$ cat config.mk
export PLATFORM = sky130hd
export DESIGN_NAME = alu_issue_ctrl
export DESIGN_NICKNAME = d
export VERILOG_FILES = /design/src/rtl/alu_issue_ctrl_pkg.sv /design/src/rtl/alu_issue_ctrl_decode.sv /design/src/rtl/alu_issue_ctrl.sv
export SDC_FILE = /design/constraint.sdc
export NUM_CORES = 1
export LEC_CHECK = 0
export ABC_CLOCK_PERIOD_IN_PS = 2000
export CORE_MARGIN = 2
export CORE_UTILIZATION = 41
export DETAILED_ROUTE_END_ITERATION = 8
export PLACE_DENSITY = 0.82
export SYNTH_ARGS = -nofsm -noshare
export SYNTH_HDL_FRONTEND = slang
export SYNTH_HIERARCHICAL = 1
export SYNTH_SLANG_ARGS = --single-unit
$ cat constraint.sdc
create_clock -name clk -period 2 [get_ports clk]
set_clock_uncertainty 0.05 [all_clocks]
set_input_delay 0.4 -clock clk [delete_from_list [all_inputs] [get_ports clk]]
set_output_delay 0.4 -clock clk [all_outputs]
set_load 0.1 [all_outputs]
$ cat src/rtl/alu_issue_ctrl_pkg.sv
// Shared constants for the ALU issue controller: funct/opcode codes,
// instruction field positions and the FSM state encoding.
package alu_issue_ctrl_pkg;

  localparam logic [5:0] F_ADD = 6'd0;
  localparam logic [5:0] F_SUB = 6'd1;
  localparam logic [5:0] F_AND = 6'd2;
  localparam logic [5:0] F_OR  = 6'd3;
  localparam logic [5:0] F_XOR = 6'd4;
  localparam logic [5:0] F_NOT = 6'd5;
  localparam logic [5:0] F_SLA = 6'd6;
  localparam logic [5:0] F_SRA = 6'd7;
  localparam logic [5:0] F_SRL = 6'd8;

  localparam logic [5:0] OP_RTYPE = 6'd0;
  localparam logic [5:0] OP_ADDI  = 6'd1;

  localparam int OP_LO  = 26;
  localparam int RS_LO  = 22;
  localparam int RT_LO  = 18;
  localparam int RD_LO  = 14;
  localparam int SH_LO  = 6;
  localparam int FN_LO  = 0;
  localparam int IMM_LO = 0;

  typedef enum logic [1:0] {
    S_IDLE = 2'd0,
    S_READ = 2'd1,
    S_EXEC = 2'd2,
    S_WB   = 2'd3
  } state_e;

  function automatic logic funct_legal(
    input logic [5:0] f
  );
    return f <= F_SRL;
  endfunction

endpackage

$ cat src/rtl/alu_issue_ctrl_decode.sv
// Combinational instruction decode: field extraction, imm sign-extension
// and legality. Ports: instr_i in; rs/rt/rd, shamt, funct, imm, is_imm, legal out.
module instr_decode
  import alu_issue_ctrl_pkg::*;
#(
  parameter int DATA_W = 32,
  parameter int REG_AW = 4
) (
  input  logic [31:0]       instr_i,
  output logic [REG_AW-1:0] rs_o,
  output logic [REG_AW-1:0] rt_o,
  output logic [REG_AW-1:0] rd_o,
  output logic [4:0]        shamt_o,
  output logic [5:0]        funct_o,
  output logic [DATA_W-1:0] imm_o,
  output logic              is_imm_o,
  output logic              legal_o
);

  logic [5:0] op;
  logic       is_r;
  logic       unused_bits;

  assign op       = instr_i[OP_LO +: 6];
  assign is_r     = (op == OP_RTYPE);
  assign is_imm_o = (op == OP_ADDI);

  assign rs_o = instr_i[RS_LO +: REG_AW];
  assign rt_o = instr_i[RT_LO +: REG_AW];

  // ADDI places its destination in the rt slot
  assign rd_o = is_imm_o ? instr_i[RT_LO +: REG_AW]
                         : instr_i[RD_LO +: REG_AW];

  assign shamt_o = is_imm_o ? 5'd0 : instr_i[SH_LO +: 5];
  assign funct_o = is_imm_o ? F_ADD : instr_i[FN_LO +: 6];

  assign imm_o = {{(DATA_W-16){instr_i[15]}},
                  instr_i[IMM_LO +: 16]};

  assign legal_o = is_imm_o
                 | (is_r & funct_legal(instr_i[FN_LO +: 6]));

  assign unused_bits = ^instr_i[13:11];

endmodule

$ cat src/rtl/alu_issue_ctrl.sv
// Issues one decoded instruction at a time to a clocked ALU and writes
// the result back. Ports: in_* handshake, rs/rt read, alu_* drive, wb_*, done, err.
module alu_issue_ctrl
  import alu_issue_ctrl_pkg::*;
#(
  parameter int DATA_W = 32,
  parameter int REG_AW = 4
) (
  input  logic              clk,
  input  logic              rst,
  input  logic              in_valid,
  output logic              in_ready,
  input  logic [31:0]       in_instr,
  output logic [REG_AW-1:0] rs_addr,
  output logic [REG_AW-1:0] rt_addr,
  input  logic [DATA_W-1:0] rs_data,
  input  logic [DATA_W-1:0] rt_data,
  output logic [DATA_W-1:0] alu_a,
  output logic [DATA_W-1:0] alu_b,
  output logic [4:0]        alu_shamt,
  output logic [5:0]        alu_funct,
  input  logic [DATA_W-1:0] alu_res,
  output logic              wb_en,
  output logic [REG_AW-1:0] wb_addr,
  output logic [DATA_W-1:0] wb_data,
  output logic              done,
  output logic              err
);

  state_e state_q, state_d;

  logic [31:0]       instr_q, instr_d;
  logic [DATA_W-1:0] a_q, a_d;
  logic [DATA_W-1:0] b_q, b_d;
  logic [4:0]        sh_q, sh_d;
  logic [5:0]        fn_q, fn_d;
  logic              err_q, err_d;

  logic [REG_AW-1:0] d_rs, d_rt, d_rd;
  logic [4:0]        d_sh;
  logic [5:0]        d_fn;
  logic [DATA_W-1:0] d_imm;
  logic              d_is_imm;
  logic              d_legal;

  logic [DATA_W-1:0] op_a, op_b;

  instr_decode #(
    .DATA_W (DATA_W),
    .REG_AW (REG_AW)
  ) u_dec (
    .instr_i  (instr_q),
    .rs_o     (d_rs),
    .rt_o     (d_rt),
    .rd_o     (d_rd),
    .shamt_o  (d_sh),
    .funct_o  (d_fn),
    .imm_o    (d_imm),
    .is_imm_o (d_is_imm),
    .legal_o  (d_legal)
  );

  // r0 is hard zero regardless of what the bank returns
  assign op_a = (d_rs == '0) ? '0 : rs_data;
  assign op_b = d_is_imm      ? d_imm
              : (d_rt == '0)  ? '0
              :                 rt_data;

  always_comb begin
    state_d  = state_q;
    instr_d  = instr_q;
    a_d      = a_q;
    b_d      = b_q;
    sh_d     = sh_q;
    fn_d     = fn_q;
    err_d    = 1'b0;
    in_ready = 1'b0;
    rs_addr  = '0;
    rt_addr  = '0;
    wb_en    = 1'b0;
    wb_addr  = '0;
    wb_data  = '0;
    done     = 1'b0;
    unique case (state_q)
      S_IDLE: begin
        in_ready = 1'b1;
        if (in_valid) begin
          instr_d = in_instr;
          state_d = S_READ;
        end
      end
      S_READ: begin
        rs_addr = d_rs;
        rt_addr = d_rt;
        if (d_legal) begin
          a_d     = op_a;
          b_d     = op_b;
          sh_d    = d_sh;
          fn_d    = d_fn;
          state_d = S_EXEC;
        end else begin
          err_d   = 1'b1;
          state_d = S_IDLE;
        end
      end
      S_EXEC: begin
        state_d = S_WB;
      end
      S_WB: begin
        wb_en   = (d_rd != '0);
        wb_addr = d_rd;
        wb_data = alu_res;
        done    = 1'b1;
        state_d = S_IDLE;
      end
      default: state_d = S_IDLE;
    endcase
  end

  always_ff @(posedge clk) begin
    if (rst) begin
      state_q <= S_IDLE;
      instr_q <= '0;
      a_q     <= '0;
      b_q     <= '0;
      sh_q    <= '0;
      fn_q    <= F_ADD;
      err_q   <= 1'b0;
    end else begin
      state_q <= state_d;
      instr_q <= instr_d;
      a_q     <= a_d;
      b_q     <= b_d;
      sh_q    <= sh_d;
      fn_q    <= fn_d;
      err_q   <= err_d;
    end
  end

  assign alu_a     = a_q;
  assign alu_b     = b_q;
  assign alu_shamt = sh_q;
  assign alu_funct = fn_q;
  assign err       = err_q;

endmodule

==> Yosys cells after proc, flatten, opt, wreduce, memory -nomap -nowiden <==
Index checks and enable logic that the tools add are counted.
{ "classes": {"n_mux": 17, "bitwise_logic": 3, "reduce_logical": 8, "order_cmp": 1, "n_eq_ne": 5} }
{ "ops": {"columns": ["cell", "n"], "rows": [
  ["2-to-1 mux 32 bit", 4],
  ["2-to-1 mux 4 bit", 4],
  ["zero test 4 bit", 2],
  ["one-hot mux 2 bit (4 select lines)", 1],
  ["equality test 6 x 1 -> 1 bit (second input constant)", 1],
  ["<= comparator 6 x 4 -> 1 bit (second input constant)", 1],
  ["zero test 6 bit", 1],
  ["2-to-1 mux 6 bit", 1],
  ["2-to-1 mux 5 bit", 1],
  ["equality test 2 bit (second input constant)", 2],
  ["2-to-1 mux 1 bit", 4],
  ["2-to-1 mux 2 bit", 2],
  ["AND reduction 2 bit", 2],
  ["nonzero test 4 bit", 1],
  ["equality test 2 x 1 -> 1 bit (second input constant)", 1],
  ["zero test 2 bit", 1],
  ["inequality test 2 bit (second input constant)", 1],
  ["OR reduction 2 bit", 1],
  ["bitwise AND 1 bit", 1],
  ["inverter 1 bit", 1],
  ["bitwise OR 1 bit", 1]
]} }
{ "totals": {"ff_bits": 110, "out_inout_bits": 123} }

==> Logic depth before layout (Yosys ltp) <==
{ "depth": {"word_depth": 5, "ltp_mapped": 8, "mapped_depth_nobuf": 6} }

==> Hierarchy <==
Netlist, hierarchy kept.
{ "by_module_without_submodules": {"columns": ["module", "n_inst", "cells_each", "seq_area_each_um2", "area_per_inst_um2"], "rows": [
  ["alu_issue_ctrl", 1, 581, 2202.1, 4642.0],
  ["instr_decode", 1, 65, 0.0, 470.5]
]} }

==> Worst setup path after synthesis <==
OpenSTA, ideal clock, no wires.
{ "synth_path": {"kind": "register to output", "start": "register (tool-made name)", "end": "output port wb_en", "t_arrival_ps": 2415, "n_path_buf": 1, "t_required_ps": 1550, "path_stages_with_launch": 4, "path_slack_ps": -865, "cell_sequence": "dfxtp_1 clkbuf_1 and2_1 o41a_1"} }
{ "synth_lines": {"columns": ["element", "line", "source"], "rows": [
  ["to (decl)", "alu_issue_ctrl.sv:23", "output logic wb_en,"]
]} }

==> Worst setup path after layout <==
{ "layout_path": {"start": "register instr_q[27]", "end": "output port wb_en"} }
{ "layout_between": {"elab_chain_cells": 4} }
{ "layout_rtl": {"columns": ["element", "line", "source"], "rows": [
  ["from (decl)", "alu_issue_ctrl.sv:32", "logic [31:0] instr_q, instr_d;"],
  ["from (signal assigned)", "alu_issue_ctrl.sv:131", "instr_q <= instr_d;"],
  ["equality test 6 x 1 -> 1 bit", "alu_issue_ctrl_decode.sv:26", "assign is_imm_o = (op == OP_ADDI);"],
  ["2-to-1 mux 4 bit", "alu_issue_ctrl_decode.sv:32", "assign rd_o = is_imm_o ? instr_i[RT_LO +: REG_AW]"],
  ["via d_rd[2]", "alu_issue_ctrl.sv:39", "logic [REG_AW-1:0] d_rs, d_rt, d_rd;"],
  ["nonzero test 4 bit", "alu_issue_ctrl.sv:110", "wb_en = (d_rd != '0);"],
  ["2-to-1 mux 1 bit", "alu_issue_ctrl.sv:84", "unique case (state_q)"]
]} }
The timed path passes the listed nets, and every way through them passes these cells.

==> qor.csv <==
stage,metric,value,unit
global_routing,antenna violations before repair,0,
critical_path,CP Buf/Inv Count,1,
synthesis,syn_area_per_cell,7.914,um^2
sta,Hold WS,408.3,ps
synthesis,post-synthesis cell area,5112,um^2
clocking,cts hold-fix bufs,0,
synthesis,Mapped Cells,646,
sta,PnR worst setup slack,-545.4,ps
sta,Final Hold Fails,0,
power,switch share,0.3413,
layout,"Area growth, synth to finish",69.63,%
route,DR iter-0 viols,360,
place,IO Port Bufs,253,
global_routing,Tot GR Track Use,0.2331,
synthesis,asr flop ratio synth,0,
outcome,violated checks,setup timing,
layout,ratio of cells with drive above 1 in the final layout,0.2850,
critical_path,WS Path Type,reg2out,
sta,Max Clk Rate,0.3929,GHz
layout,final std cells w/o fill,1024,
synthesis,number of flops mapped to enable cells by yosys,0,
layout,ant diodes,0,
synthesis,Yosys reg bits,110,
synthesis,post-synth net total,777,
synthesis,post-synthesis sequential area ratio,0.4307,
clocking,CTS tree,done,
clocking,CTS Buf Count,9,
sta,Tightest Pin Transition,554.1,ps
clocking,clock slew at reported path FFs,70,ps
power,cell-internal power,0.004148,W
route,DR pass1 iterations,4,
route,routed len/inst,17.02,um
critical_path,worst path required time,1550,ps
route,Antenna Nets Post-Route,0,
critical_path,Critical Path Slowest Stage Cell,o41a_4,
layout,"leading cell type in the layout, fill and taps excluded",clkdlybuf4s50_1,
sta,Final Cycle Share,1.273,
power,Power Density,726.1,nW/um^2
die,row count,40,
critical_path,crit end category,output pin,
critical_path,CP startpoint kind,flop,
power,total power,0.006297,W
die,die area,13380,um^2
route,Via Count,5349,
power,P_sw,0.002149,W
power,clock share of power,0.302,
power,Sequential Power Share,0.382,
place,GP Congestion,0.8175,
route,drt total wl,17430,um
global_routing,number of global-route vias before repair,5086,
synthesis,Post-synth top flop,dfxtp_1,
global_routing,first-pass GRT wire length,24920,um
die,die width,115.7,um
critical_path,largest stage delay on the critical path,500,ps
power,Peak VDD IR,0.0003852,V
route,DRC,0,
sta,Slew Limit Fails,0,
min_path,Min-Delay Path Class,reg2reg,
critical_path,critical-path cell list,nor3_4 -> nand3_4 -> mux2_4 -> o41a_4 -> buf_12,
die,io pins,254,
place,DP HPWL,11900,um
critical_path,cell family with most CP delay,compound AO/OA/AOI/OAI gates,
sta,RSZ-0062 raised after global routing,yes,
sta,Final setup viols,17,
synthesis,Yosys cell types,28,
job,MaxCap Viol Count,0,
sta,Max-Slew Margin vs Limit,0.6306,
clocking,deepest clock path buffer count,2,
die,core area,12110,um^2
sta,minimum period implied by the final worst setup slack,2545,ps
power,Comb pwr share,0.316,
clocking,Clock Latency Late Sink,340,ps
critical_path,crit-path max FO,5,
synthesis,YS warnings,6,
clocking,CTS Sinks,110,
layout,post-layout util,0.7160,
clocking,Clock H-tree levels,3,
route,routed vias/inst,5.224,
layout,"commonest cells after routing, fill and taps aside","clkdlybuf4s50_1, nand2_1, dfxtp_1, a21oi_1, buf_4",
clocking,Root Driver,clkbuf_16,
power,Leak Pwr,3.424,nW
die,Starting Density,0.4221,
layout,NumNets Final,982,
place,placed cell count,990,
die,Vert. Die Dim,115.7,um
global_routing,largest net degree at the start of global routing,65,
critical_path,worst endpoint data arrival time,2100,ps
outcome,status,"complete, but fails checks",
global_routing,total grt overflow,0,
==> kinds of logic (layout without fill, tap and decap cells) <==
logic type | after synthesis | in the layout | synth area share
AND/OR/NAND/NOR | 288 | 288 | 0.2815
buffers and inverters | 101 | 311 | 0.1216
multiplexers | 4 | 4 | 0.008810
flip-flops | 110 | 110 | 0.4307
AO/OA/AOI/OAI | 143 | 143 | 0.1574
==> registers in the layout (all words and copies together), names as in the netlist, named ones only <==
signal     cells
alu_funct      6
state_q        1
instr_q       32
alu_a         32
alu_b         32
alu_shamt      5
err            1
==> through the flow <==
stage | cell area (um^2) | setup TNS, ps | setup slack (ps)
after floorplan | 5135 | -186.6 | -186.6
after global placement | 7855 | -158.4 | -158.4
after detailed placement | 7855 | -232.0 | -232.0
after CTS | 8238 | -1663 | -528.9
after global routing | 8672 | -5195 | -579.4
final | 8672 | -2103 | -545.4
==> power by group through the flow <==
stage                     Clock (W)  Sequential (W)  Combinational [W]
after global placement            0         0.00244            0.00179
final                       0.00190         0.00241            0.00199
after detailed placement          0         0.00245            0.00182
after global routing        0.00202         0.00242            0.00210
after floorplan                   0         0.00298           0.000736
after CTS                   0.00192         0.00240            0.00184
==> cells in the mapped netlist (4+ instances only) <==
cell / count / area, um^2
clkbuf_1: 27 / 101.4
nand3b_1: 33 / 247.7
nand2_1: 119 / 446.7
dfxtp_1: 110 / 2202
a211oi_1: 32 / 240.2
a21oi_1: 109 / 545.5
buf_4: 43 / 322.8
mux2_2: 4 / 45.04
nor2_1: 37 / 138.9
and3_1: 36 / 225.2
and2_1: 20 / 125.1
buf_6: 7 / 78.83
buf_2: 22 / 110.1
nand3_1: 31 / 155.2
==> worst paths after layout <==
path                startpoint           end  slack, ps  depth (start not counted)
hold / removal    alu_funct[5]  alu_funct[5]        410                          2
setup / recovery   instr_q[27]         wb_en       -550                          5
hold reg to reg   alu_funct[5]  alu_funct[5]        410                          2
setup reg to reg   instr_q[27]     alu_a[12]        -60                         10
==> routing by layer <==
| metal | GRT usage | share of wire | vias up | wire (um) |
|---|---|---|---|---|
| li1 | - | - | 2565 | - |
| met1 | 0.2695 | 0.39 | 2519 | 6760 |
| met2 | 0.4269 | 0.52 | 230 | 9068 |
| met3 | 0.05073 | 0.065 | 35 | 1134 |
| met4 | 0.07619 | 0.027 | 0 | 469 |
| met5 | 0 | 0 | - | 0 |
==> repair_timing <==
item | CTS | global route
resized for setup | 10 | 40
pin swaps | 2 | 30
setup buffers | 4 | 5
setup endpoints to repair | 14 | 76
gates cloned | 0 | 9
==> cell type report <==
type / instances / area (um^2)
multi-input cells: 435 / 2499
fillers: 905 / 3440
clock inverters: 6 / 83.83
repair buffers: 294 / 3435
well taps: 168 / 210.2
flip-flops and latches: 110 / 2208
clock buffers: 10 / 229.0
inverters: 1 / 7.507
==> tightest hold or removal path, stage by stage (launching register included) <==
cell,delay (ps)
dfxtp_1,310
nand2_1,50
a21oi_1,50
(Power assumes the default switching activity.)
